$ cat src/rtl/div_pkg.sv
// Shared types and sizing helpers for the non-restoring divider.
// Latency: n/a (declarations only).
// Backpressure: n/a (declarations only).
package div_pkg;

  // Divider control states: waiting, iterating one bit per cycle, final fix-up.
  typedef enum logic [1:0] {
    IDLE = 2'd0,
    ITER = 2'd1,
    FIX  = 2'd2
  } state_e;

  // Smallest operand width the datapath is built for.
  localparam int DIV_N_MIN = 4;

  // Iteration counter width for an N-bit divider: must be able to hold N.
  function automatic int div_cnt_w(input int n);
    return $clog2(n + 1);
  endfunction

endpackage

$ cat src/rtl/div_step.sv
// One radix-2 non-restoring step: shift partial remainder, add/sub divisor, emit a quotient bit.
// Latency: purely combinational.
// Backpressure: none; the caller decides when the step result is registered.
module div_step #(
  parameter int N = 32
) (
  input  logic [N:0]   p_i,  // partial remainder, two's complement, N+1 bits
  input  logic [N-1:0] q_i,  // remaining dividend bits (MSB first) / quotient bits so far
  input  logic [N-1:0] d_i,  // divisor magnitude
  output logic [N:0]   p_o,
  output logic [N-1:0] q_o
);

  logic [N:0] shifted;
  logic [N:0] d_ext;

  // Shift the next dividend bit into the partial remainder. The doubled value may
  // exceed N+1 bits, but the post-add/sub result always lands in [-D, D), so the
  // modulo-2^(N+1) arithmetic stays exact.
  assign shifted = {p_i[N-1:0], q_i[N-1]};
  assign d_ext   = {1'b0, d_i};

  // Non-negative remainder subtracts the divisor, negative remainder adds it back.
  assign p_o = p_i[N] ? (shifted + d_ext) : (shifted - d_ext);

  // Quotient bit is 1 when the new remainder is non-negative.
  assign q_o = {q_i[N-2:0], ~p_o[N]};

endmodule

$ cat src/rtl/nonrestoring_divider.sv
// Iterative N-bit non-restoring divider; signed mode when DIVIDER_SIGNED_EN is defined.
// Latency: done pulses N+1 edges after the accepting edge; one new operand pair per N+2 cycles.
// Backpressure: start is only honoured in IDLE (busy=0); starts while busy are dropped, not queued.
module nonrestoring_divider
  import div_pkg::*;
#(
  parameter int N = 32
) (
  input  logic         oClk,
  input  logic         rst,
  input  logic         start,
  input  logic [N-1:0] dividend,
  input  logic [N-1:0] divisor,
  output logic         busy,
  output logic         done,
  output logic [N-1:0] quotient,
  output logic [N-1:0] remainder,
  output logic         div_by_zero
);

  localparam int CW = div_cnt_w(N);

  state_e        state_q;
  logic [CW-1:0] cnt_q;
  logic [N:0]    p_q;        // partial remainder
  logic [N-1:0]  q_q;        // dividend bits shifting out / quotient bits shifting in
  logic [N-1:0]  d_q;        // divisor magnitude
  logic          dbz_q;      // divisor was zero for the division in flight
  logic          busy_q;
  logic          done_q;
  logic [N-1:0]  quo_q;
  logic [N-1:0]  rem_q;
  logic          dbz_out_q;

  logic [N-1:0]  a_mag_d;
  logic [N-1:0]  b_mag_d;
  logic [N:0]    p_step;
  logic [N-1:0]  q_step;
  logic [N-1:0]  rem_mag;
  logic [N-1:0]  quo_d;
  logic [N-1:0]  rem_d;

`ifdef DIVIDER_SIGNED_EN
  logic a_neg_d, b_neg_d;
  logic a_neg_q, b_neg_q;

  // Split signed operands into sign and magnitude; |-2^(N-1)| still fits N unsigned bits.
  always_comb begin
    a_neg_d = dividend[N-1];
    b_neg_d = divisor[N-1];
    a_mag_d = a_neg_d ? -dividend : dividend;
    b_mag_d = b_neg_d ? -divisor  : divisor;
  end
`else
  // Unsigned operands are already magnitudes.
  always_comb begin
    a_mag_d = dividend;
    b_mag_d = divisor;
  end
`endif

  div_step #(.N(N)) u_step (
    .p_i (p_q),
    .q_i (q_q),
    .d_i (d_q),
    .p_o (p_step),
    .q_o (q_step)
  );

  // Final remainder restore, sign fix-up and divide-by-zero override.
  always_comb begin
    rem_mag = p_q[N] ? (p_q[N-1:0] + d_q) : p_q[N-1:0];
`ifdef DIVIDER_SIGNED_EN
    // Quotient truncates toward zero; remainder follows the dividend's sign.
    quo_d = (a_neg_q ^ b_neg_q) ? -q_q : q_q;
    rem_d = a_neg_q ? -rem_mag : rem_mag;
`else
    quo_d = q_q;
    rem_d = rem_mag;
`endif
    // With a zero divisor the iteration naturally leaves remainder = dividend;
    // only the quotient needs forcing to all ones.
    if (dbz_q) quo_d = '1;
  end

  // Control FSM plus datapath and result registers.
  always_ff @(posedge oClk or posedge rst) begin
    if (rst) begin
      state_q   <= IDLE;
      cnt_q     <= '0;
      p_q       <= '0;
      q_q       <= '0;
      d_q       <= '0;
      dbz_q     <= 1'b0;
      busy_q    <= 1'b0;
      done_q    <= 1'b0;
      quo_q     <= '0;
      rem_q     <= '0;
      dbz_out_q <= 1'b0;
`ifdef DIVIDER_SIGNED_EN
      a_neg_q   <= 1'b0;
      b_neg_q   <= 1'b0;
`endif
    end else begin
      done_q <= 1'b0;
      case (state_q)
        IDLE: begin
          if (start) begin
            p_q     <= '0;
            q_q     <= a_mag_d;
            d_q     <= b_mag_d;
            dbz_q   <= (divisor == '0);
            cnt_q   <= '0;
            busy_q  <= 1'b1;
            state_q <= ITER;
`ifdef DIVIDER_SIGNED_EN
            a_neg_q <= a_neg_d;
            b_neg_q <= b_neg_d;
`endif
          end
        end
        ITER: begin
          p_q   <= p_step;
          q_q   <= q_step;
          cnt_q <= cnt_q + 1'b1;
          if (cnt_q == CW'(N - 1)) state_q <= FIX;
        end
        FIX: begin
          quo_q     <= quo_d;
          rem_q     <= rem_d;
          dbz_out_q <= dbz_q;
          done_q    <= 1'b1;
          busy_q    <= 1'b0;
          cnt_q     <= '0;
          state_q   <= IDLE;
        end
        default: state_q <= IDLE;
      endcase
    end
  end

  assign busy        = busy_q;
  assign done        = done_q;
  assign quotient    = quo_q;
  assign remainder   = rem_q;
  assign div_by_zero = dbz_out_q;

endmodule
$ cat config.mk
export PLATFORM = sky130hd
export DESIGN_NAME = nonrestoring_divider
export DESIGN_NICKNAME = d
export VERILOG_FILES = /design/src/rtl/div_pkg.sv /design/src/rtl/div_step.sv /design/src/rtl/nonrestoring_divider.sv
export SDC_FILE = /design/constraint.sdc
export NUM_CORES = 1
export LEC_CHECK = 0
export CAP_MARGIN = 40
export CORE_ASPECT_RATIO = 1.2
export CORE_UTILIZATION = 31
export DETAILED_ROUTE_END_ITERATION = 8
export GPL_TIMING_DRIVEN = 0
export PLACE_DENSITY = 0.54
export REMOVE_ABC_BUFFERS = 1
export SLEW_MARGIN = 20
export SYNTH_ARGS = -nofsm -noshare
export SYNTH_HDL_FRONTEND = slang
export SYNTH_SLANG_ARGS = --single-unit
$ cat constraint.sdc
create_clock -name oClk -period 7.2 [get_ports oClk]
set_clock_uncertainty 0.2 [all_clocks]
set_input_delay 1.08 -clock oClk [delete_from_list [all_inputs] [get_ports oClk]]
set_output_delay 1.08 -clock oClk [all_outputs]
set_load 0.005 [all_outputs]
==> results by group <==
Detailed routing
  • Violation count after the first detailed-route iteration: 546
  • Vias post-DR: 9238
  • Vias per cell: 5.12
  • First-pass DRT Iterations: 5
  • Final wirelength: 30600 microns
  • Post-route ant nets: 0
  • Routed len/inst: 16.9 microns
  • DR DRC count: 0

Run status
  • Status: completed

Global route
  • Vias in the first global route: 9267
  • Largest net degree at the start of global routing: 71
  • Antenna violations before repair: 0
  • Grt total ovfl: 0
  • First-pass GRT wire length: 50300 microns
  • Overall Global Routing Usage: 17.4%

Logic synthesis
  • #FFs+latches synth: 173
  • Top cell type's share of synthesized area: 39.4%
  • Count of cell types in the netlist: 76
  • Number of synthesized flops with an enable pin: 0
  • Asr flop ratio synth: 100%
  • Synth Warn #: 0
  • Synth area leader: dfrtp_1
  • Post-Syn Area: 0.0110 sq mm
  • Main synth FF type: dfrtp_1
  • Sequential-to-total area share from yosys stat: 39.4%
  • Mean post-synth cell area: 8.98 sq um
  • Gate Count Post-Synth: 1224
  • Synth top area cells: dfrtp_1, ha_1, nand2_1

Pwr
  • Tot Pwr: 7.94 mW
  • LEAKAGE: 6.14 nW
  • Max IR drop VDD: 0.264 mV
  • PD cells: 584 mW/mm^2

Final layout
  • Commonest non-fill, non-tap cells in the layout: nand2_1, dfrtp_1, clkdlybuf4s50_1, o21ai_0, a21oi_1
  • Multi-input gate area: 0.00635 sq mm
  • FILL cells: 3560
  • Layout cell share with drive strength beyond 1: 7.44%
  • Commonest non-fill, non-tap cell in the layout: nand2_1
  • Area grow syn2layout: 23.8%
  • Design Area, Final: 0.0136 sq mm
  • Register Area: 0.00433 sq mm
  • Diodes inserted: 0
  • Final nets: 1465

Clocking
  • Post-CTS sizing: 0
  • Max clock buf depth: 2
  • Hold buffers post-CTS: 0
  • Clk_lat worst skew: 0.44 ns
  • H-tree levels: 4
  • Clock transition at the registers of the reported paths: 0.07 ns
  • CTS tree: yes
  • Post-CTS Setup Repair Bufs: 0
  • CTS Buf Count: 17
  • Clock tree sinks: 173
  • Root Driver: clkbuf_16

STA
  • Max-slew violations: 0
  • Post-route clock period utilization: 67.6%
  • Final Hold Fails: 0
  • Min Tclk post-route: 4.87 ns
  • Max Clk Rate: 205 MHz
  • Worst-Margin Slew: 0.769 ns
  • RSZ-0062 raised after global routing: no
  • Setup violations, final: 0
  • Final worst slack: 2.33 ns
  • Relative slew slack: 48.6%

Placement
  • Place WS: 2.36 ns
  • GP Congestion: 0.839
  • Final HPWL DP: 22600 microns
  • IO buf count: 133
  • Dpl cell area: 0.0130 sq mm

Critical path
  • CP endpoint kind: flop
  • Worst Path Arrival: 5.00 ns
  • Kind of critical path: reg2reg
  • Setup crit start kind: flop
  • Critical Path RT: 7.33 ns
  • CP Max Fanout: 7

Floorplan
  • Die Wd: 174 microns
  • Initial Util: 31.5%
  • Die ar.: 0.0362 sq mm
  • Vert. Die Dim: 208 microns
  • Core area: 0.0349 sq mm
  • Row cnt: 75
  • IO Pins: 134

Run
  • Max Cap Viol: 0

Min path
  • Hold Path Class: reg2reg
-- through the flow --
step / TNS, ns / instances / utilization, % / hold slack [ns]
6_report: 0 / 1806 / 39.0 / 0.266
3_5_place_dp: 0 / 1774 / 37.2 / 0.255
5_1_grt: 0 / 1806 / 39.0 / 0.290
2_1_floorplan: 0 / 1163 / - / 0.242
3_3_place_gp: -318.53 / 1758 / 36.3 / 0.253
4_1_cts: 0 / 1806 / 39.0 / 0.271
-- worst paths after layout --
kind	startpoint	endpoint	slack (ns)	cells past startpoint
hold / removal	quotient[29]	quotient[29]	0.27	2
hold reg to reg	quotient[29]	quotient[29]	0.27	2
setup / recovery	d_q[2]	p_q[32]	2.33	19
max in group asynchronous	rst	quotient[17]	4.94	4
min in group asynchronous	rst	quotient[5]	0.86	2
setup reg to reg	d_q[2]	p_q[32]	2.33	19
-- cell usage after synthesis (8+ instances only) --
cell	number
nand4_1	8
a21o_1	31
and3_1	10
inv_1	25
a21oi_1	97
ha_1	65
xor2_1	46
dfrtp_1	173
o21bai_1	8
nand2_1	199
o21a_1	9
nand3_1	14
clkbuf_1	52
a31oi_1	15
nor3b_1	11
and3b_1	15
mux2i_1	35
o21ai_1	42
nor4_1	13
nand2b_1	10
nor2_1	47
nor3_1	19
mux2_2	25
a22o_1	9
xnor2_1	39
o21ai_0	121
-- cell families after synthesis --
family	count (synthesis)	share of synthesized area, %
AOI/OAI and AO/OA	379	21.1
xor gates and xnor gates	85	6.77
adders and majority gates	67	7.76
buffers and inverters	88	3.15
DFF	173	39.4
muxes	60	5.75
and+or+nand+nor	372	16.1
-- where the power goes --
part	switching [mW]	internal, mW
Sequential	0.425	1.36
Combinational	2.80	2.35
Clock	0.442	0.567
-- metal layers --
metal | vias up | global-route usage, % | part of all wire [%]
met5 | - | 0 | 0
li1 | 4585 | - | -
met2 | 163 | 29.9 | 50
met3 | 30 | 2.36 | 3.1
met4 | 0 | 5.35 | 1.8
met1 | 4460 | 22.5 | 45
-- critical path, stage by stage (launching register included) --
cell             delay [ns]
dfrtp_1                0.46
nor3_2                 0.27
nand2_1                0.12
nor2_1                 0.13
nand2_1                0.10
nor4_1                 0.30
clkdlybuf4s18_2        0.32
and3_1                 0.31
a21oi_1                0.11
xor2_1                 0.16
ha_1                   0.37
a21o_1                 0.20
a21o_1                 0.17
a21oi_1                0.18
or4b_1                 0.47
a211oi_2               0.26
o31ai_1                0.12
a21oi_1                0.18
xnor2_1                0.12
a22o_1                 0.20
-- cell type report --
type                    instances  share of cell area (%)
flip-flops and latches        173                    31.8
inverters                      27                   0.800
clock buffers                  19                    3.25
well taps                     462                    4.25
repair buffers                149                    11.9
clock inverters                13                    1.31
multi-input cells             963                    46.7
-- registers in the layout, summed over array words and instances (netlist names) --
register,count
busy,1
cnt_q,6
d_q,32
dbz_q,1
div_by_zero,1
done,1
p_q,33
q_q,32
quotient,32
remainder,32
state_q,2
(Power assumes the default switching activity.)
